File: config.mk
export PLATFORM = sky130hd
export DESIGN_NAME = fpga_ce_gen
export DESIGN_NICKNAME = d
export VERILOG_FILES = /design/src/rtl/fpga_ce_gen.sv
export SDC_FILE = /design/constraint.sdc
export NUM_CORES = 1
export LEC_CHECK = 0
export CORE_ASPECT_RATIO = 0.5
export CORE_MARGIN = 3
export CORE_UTILIZATION = 33
export CTS_BUF_LIST = sky130_fd_sc_hd__clkbuf_16
export DETAILED_ROUTE_END_ITERATION = 10
export GPL_TIMING_DRIVEN = 0
export PLACE_DENSITY = 0.52
export SYNTH_ARGS = -nofsm -noshare
export SYNTH_HDL_FRONTEND = slang
export SYNTH_SLANG_ARGS = --single-unit
File: constraint.sdc
create_clock -name clk_i -period 4.5 [get_ports clk_i]
set_input_delay 0.675 -clock clk_i [delete_from_list [all_inputs] [get_ports clk_i]]
set_output_delay 0.675 -clock clk_i [all_outputs]
set_load 0.05 [all_outputs]
File: src/rtl/fpga_ce_gen.sv
// fpga_ce_gen: programmable clock-enable strobe generator.
// Emits a one-cycle E_o pulse every div+1 cycles, periodic or one-shot, so that
// a bank of enable-gated flops can run at a divided rate without a derived clock.
module fpga_ce_gen #(
   parameter int unsigned WIDTH = 8
) (
   input  logic             clk_i,
   input  logic             reset_i,
   input  logic             cfg_valid_i,
   output logic             cfg_ready_o,
   input  logic [WIDTH-1:0] cfg_div_i,
   input  logic             cfg_mode_i,
   input  logic             start_i,
   input  logic             stop_i,
   output logic             E_o,
   output logic             busy_o,
   output logic [WIDTH-1:0] count_o
);

   localparam logic [WIDTH-1:0] One = WIDTH'(1);

   typedef enum logic [0:0] {StIdle, StRun} state_e;

   state_e           state_q, state_d;
   logic [WIDTH-1:0] div_q, div_d;
   logic             mode_q, mode_d;
   logic [WIDTH-1:0] cnt_q, cnt_d;
   logic [WIDTH-1:0] count_q, count_d;
   logic             e_q, e_d;
   logic             cfg_take;
   logic             cnt_zero;

   assign cfg_take = cfg_valid_i && cfg_ready_o;
   assign cnt_zero = (cnt_q == '0);

   // State register.
   always_ff @(posedge clk_i) begin
      if (reset_i) begin
         state_q <= StIdle;
      end else begin
         state_q <= state_d;
      end
   end

   // Next-state logic: stop beats start in IDLE and beats the strobe in RUN.
   always_comb begin
      state_d = state_q;
      unique case (state_q)
         StIdle: begin
            if (start_i && !stop_i) begin
               state_d = StRun;
            end
         end
         StRun: begin
            if (stop_i) begin
               state_d = StIdle;
            end else if (cnt_zero && mode_q) begin
               state_d = StIdle;
            end
         end
         default: state_d = StIdle;
      endcase
   end

   // FSM outputs decoded from the current state.
   always_comb begin
      cfg_ready_o = (state_q == StIdle);
      busy_o      = (state_q == StRun);
   end

   // Datapath next-state: config capture, down-counter, strobe and strobe count.
   always_comb begin
      // A config accepted on the start edge takes effect for that very run.
      div_d   = cfg_take ? cfg_div_i  : div_q;
      mode_d  = cfg_take ? cfg_mode_i : mode_q;
      cnt_d   = cnt_q;
      count_d = count_q;
      e_d     = 1'b0;
      unique case (state_q)
         StIdle: begin
            if (start_i && !stop_i) begin
               cnt_d   = div_d;
               count_d = '0;
            end
         end
         StRun: begin
            if (!stop_i) begin
               if (!cnt_zero) begin
                  cnt_d = cnt_q - One;
               end else begin
                  e_d     = 1'b1;
                  count_d = count_q + One;
                  if (!mode_q) begin
                     cnt_d = div_q;
                  end
               end
            end
         end
         default: ;
      endcase
   end

   // Datapath registers.
   always_ff @(posedge clk_i) begin
      if (reset_i) begin
         div_q   <= '0;
         mode_q  <= 1'b0;
         cnt_q   <= '0;
         count_q <= '0;
         e_q     <= 1'b0;
      end else begin
         div_q   <= div_d;
         mode_q  <= mode_d;
         cnt_q   <= cnt_d;
         count_q <= count_d;
         e_q     <= e_d;
      end
   end

   assign E_o     = e_q;
   assign count_o = count_q;

endmodule

==> results of run 1 <==
-- registers in the layout, summed over array words and instances, names as in the netlist --
signal	cells
count_o	8
div_q	8
cnt_q	8
mode_q	1
busy_o	1
E_o	1
-- worst min-delay path by stage --
stage	startpoint	endpoint	slack, ps	cells past startpoint
CTS	count_o[7]	count_o[7]	500	2
detailed placement	count_o[7]	count_o[7]	490	2
global placement	count_o[7]	count_o[7]	470	2
global route	count_o[6]	count_o[6]	520	2
finish	count_o[7]	count_o[7]	510	2
floorplan	div_q[6]	div_q[6]	470	2
-- power by group --
group          internal, mW  switching, mW  total, mW
sequential            0.250        0.00934      0.259
clock                 0.119         0.0835      0.203
combinational        0.0619         0.0790      0.141
total                 0.431          0.172      0.603
-- per-layer routing --
metal  GRT usage  vias to the layer above
li1            -                      692
met1       0.219                      663
met2       0.247                       36
met3      0.0362                        2
met4      0.0196                        0
met5           0                        -
-- worst max-delay path: cells and delay by family, from the launching register on --
kind	cells	cell delay, ps
DFF	1	330
buffers and inverters	3	1420
-- through the flow --
stage / std cells / total power, mW
2_1_floorplan: 170 / 0.363
3_3_place_gp: 247 / 0.404
3_5_place_dp: 247 / 0.405
4_1_cts: 251 / 0.608
5_1_grt: 251 / 0.639
6_report: 251 / 0.603
-- final cells by class --
type	count	share of cell area
repair buffers	23	0.121
multi-input cells	126	0.474
plain buffers	10	0.0290
flip-flops and latches	27	0.285
clock inverters	1	0.00198
well taps	54	0.0356
inverters	7	0.0138
clock buffers	3	0.0396
-- cells by family after synthesis --
logic type,after synthesis,share of synthesized area
simple gates,60,0.249
compound gates,44,0.193
flops,27,0.355
buf+inv,17,0.0534
mux,14,0.0954
xor+xnor,5,0.0288
fa+ha+maj,3,0.0247
-- placed cells by master, fill, tap and decap left out, types with 3 or more instances in the layout --
| cell | instances |
|---|---|
| clkbuf_16 | 3 |
| nand3_1 | 8 |
| or4_1 | 3 |
| clkbuf_1 | 5 |
| mux2_2 | 4 |
| nand2_1 | 6 |
| or3_1 | 5 |
| ha_1 | 3 |
| dfxtp_1 | 27 |
| and2_1 | 3 |
| inv_1 | 7 |
| mux2i_1 | 10 |
| clkdlybuf4s50_1 | 23 |
| a21oi_1 | 8 |
| o211ai_1 | 3 |
| a31oi_1 | 3 |
| o21ai_0 | 10 |
| nor2b_1 | 4 |
| nor2_1 | 14 |
| o21a_1 | 3 |
| xor2_1 | 3 |
==> results.sh, run 1 <==
export IMPL_cts_resized=0
export IMPL_fill_cells=423
export IMPL_grt_pass1_vias=1359
export IMPL_setup_viol=0
export IMPL_dpl_worst_slack_ps=1970
export IMPL_slew_headroom=0.480
export IMPL_grt_pass1_wl_microns=6600
export IMPL_drc=0
export IMPL_grt_setup_unrepaired="no"
export IMPL_cts_setup_buffers=0
export IMPL_multiInputGateArea_sq_um=900
export IMPL_status="finished clean"
export IMPL_core_sq_um=4160
export IMPL_track_usage=0.155
export IMPL_layout_drive_gt1_share=0.102
export IMPL_synth_area_per_cell_sq_um=8.95
export IMPL_cts_buffers=3
export IMPL_clock_path_buffers=2
export IMPL_root_buffer="clkbuf_16"
export IMPL_synth_edf_count=0
export IMPL_postCtsHoldBufs=0
export IMPL_setup_slack_ps=1820
export IMPL_synth_top_area_frac=0.355
export IMPL_reg2reg_to="cnt_q[1]"
export IMPL_crit_fanout=8
export IMPL_antenna_found_initial=0
export IMPL_routed_wl_microns=3730
export IMPL_h_tree_depth=1
export IMPL_yosys_register_bits=27
export IMPL_synth_distinct_cells=49
export IMPL_clock_latency_ps=260
export IMPL_startpoint="busy_o"
export IMPL_die_h_microns=54.0
export IMPL_max_freq_mhz=374
export IMPL_synth_area_leaders="dfxtp_1 36%, mux2i_1 6.6%, nor2_1 3.5%, o21ai_0 3.3%, nor4b_4 3.1%"
export IMPL_ys_warn_count=0
export IMPL_fin_nets=215
export IMPL_wl_met3_microns=220
export IMPL_wl_per_cell_microns=14.8
export IMPL_cp_data_required_time_ps=3830
export IMPL_slew_viol_final=0
export IMPL_endpoint="cfg_ready_o"
export IMPL_async_reset_ff_frac=0
export IMPL_reg2reg_slack_ps=2330
export IMPL_synth_fp_nets=187
export IMPL_power_density_nw_per_um2=318
export IMPL_cts_sinks=27
export IMPL_portBuffers=23
export IMPL_path_cells="clkbuf_1 > clkinv_1 > clkdlybuf4s50_1"
export IMPL_cellLeakagePower_nw=0.685
export IMPL_tightest_slew_ps=776
export IMPL_cp_slowest_stage_delay_ps=800
export IMPL_finalHoldViolCount=0
export IMPL_topRoutingLayerUsed="met4"
export IMPL_initial_utilization=0.365
export IMPL_overflow=0
export IMPL_antenna_cells=0
export IMPL_end_kind="output pin"
export IMPL_worstSetupPathType="reg2out"
export IMPL_yosysMostFrequentCell="dfxtp_1"
export IMPL_start_kind="register"
export IMPL_syn_area_sq_um=1520
export IMPL_via_per_inst=5.55
export IMPL_clkTransAtPathRegs_ps=70
export IMPL_min_path_type="reg2reg"
export IMPL_wl_met1_microns=1910
export IMPL_drt_pass1_iterations=4
export IMPL_row_count=16
export IMPL_dpl_hpwl_microns=2740
export IMPL_synth_commonest_cells="27 x dfxtp_1, 14 x nor2_1, 10 x mux2i_1, 10 x o21ai_0"
export IMPL_fin_crit_sh=0.595
export IMPL_gp_congestion=0.840
export IMPL_seqCellArea_sq_um=541
export IMPL_irDropWorstVdd_mv=0.188
export IMPL_ys_seq_area_frac=0.355
export IMPL_fin_skew_ps=3.66
export IMPL_drt_initial_drc_count=72
export IMPL_postRouteAntennaNets=0
export IMPL_die_width_microns=102
export IMPL_period_minus_slack_ps=2680
export IMPL_met2_length_microns=1570
export IMPL_utilization=0.456
export IMPL_r2r_cells=6
export IMPL_area_growth_pct=24.8
export IMPL_die_area_sq_um=5510
export IMPL_holdWs_ps=505
export IMPL_synth_largest_area_cell="dfxtp_1"
export IMPL_r2r_start="cnt_q[0]"
export IMPL_vias=1393
export IMPL_cts_tree="done"
export IMPL_ioPinCount=25
export IMPL_syn_instance_count=170
export IMPL_cp_slowest_cell="clkdlybuf4s50_1"
export IMPL_postLayoutCellArea_sq_um=1900
export IMPL_critPathArrivalTime_ps=2000
export IMPL_ys_flop_type="dfxtp_1"
export IMPL_placed_area_sq_um=1820
export IMPL_tns_ps=0
export IMPL_cap_violations=0
export IMPL_grt_max_degree=15
No activity file was read; power rests on OpenSTA's default activity.
==> inputs of run 2 (changes only) <==
- clock period: 4.5 -> 2.6 ns (I/O delays scaled with it)
==> results of run 2 <==
The final DEF is identical to that of run 1. Status: finished clean.
Among the figures that moved: setup slack after placement 1970 ps -> 356 ps; setup slack after layout 1820 ps -> 208 ps; register-to-register setup slack 2330 ps -> 430 ps; total power 0.603 mW -> 1.04 mW; worst IR drop on VDD 0.188 mV -> 0.326 mV
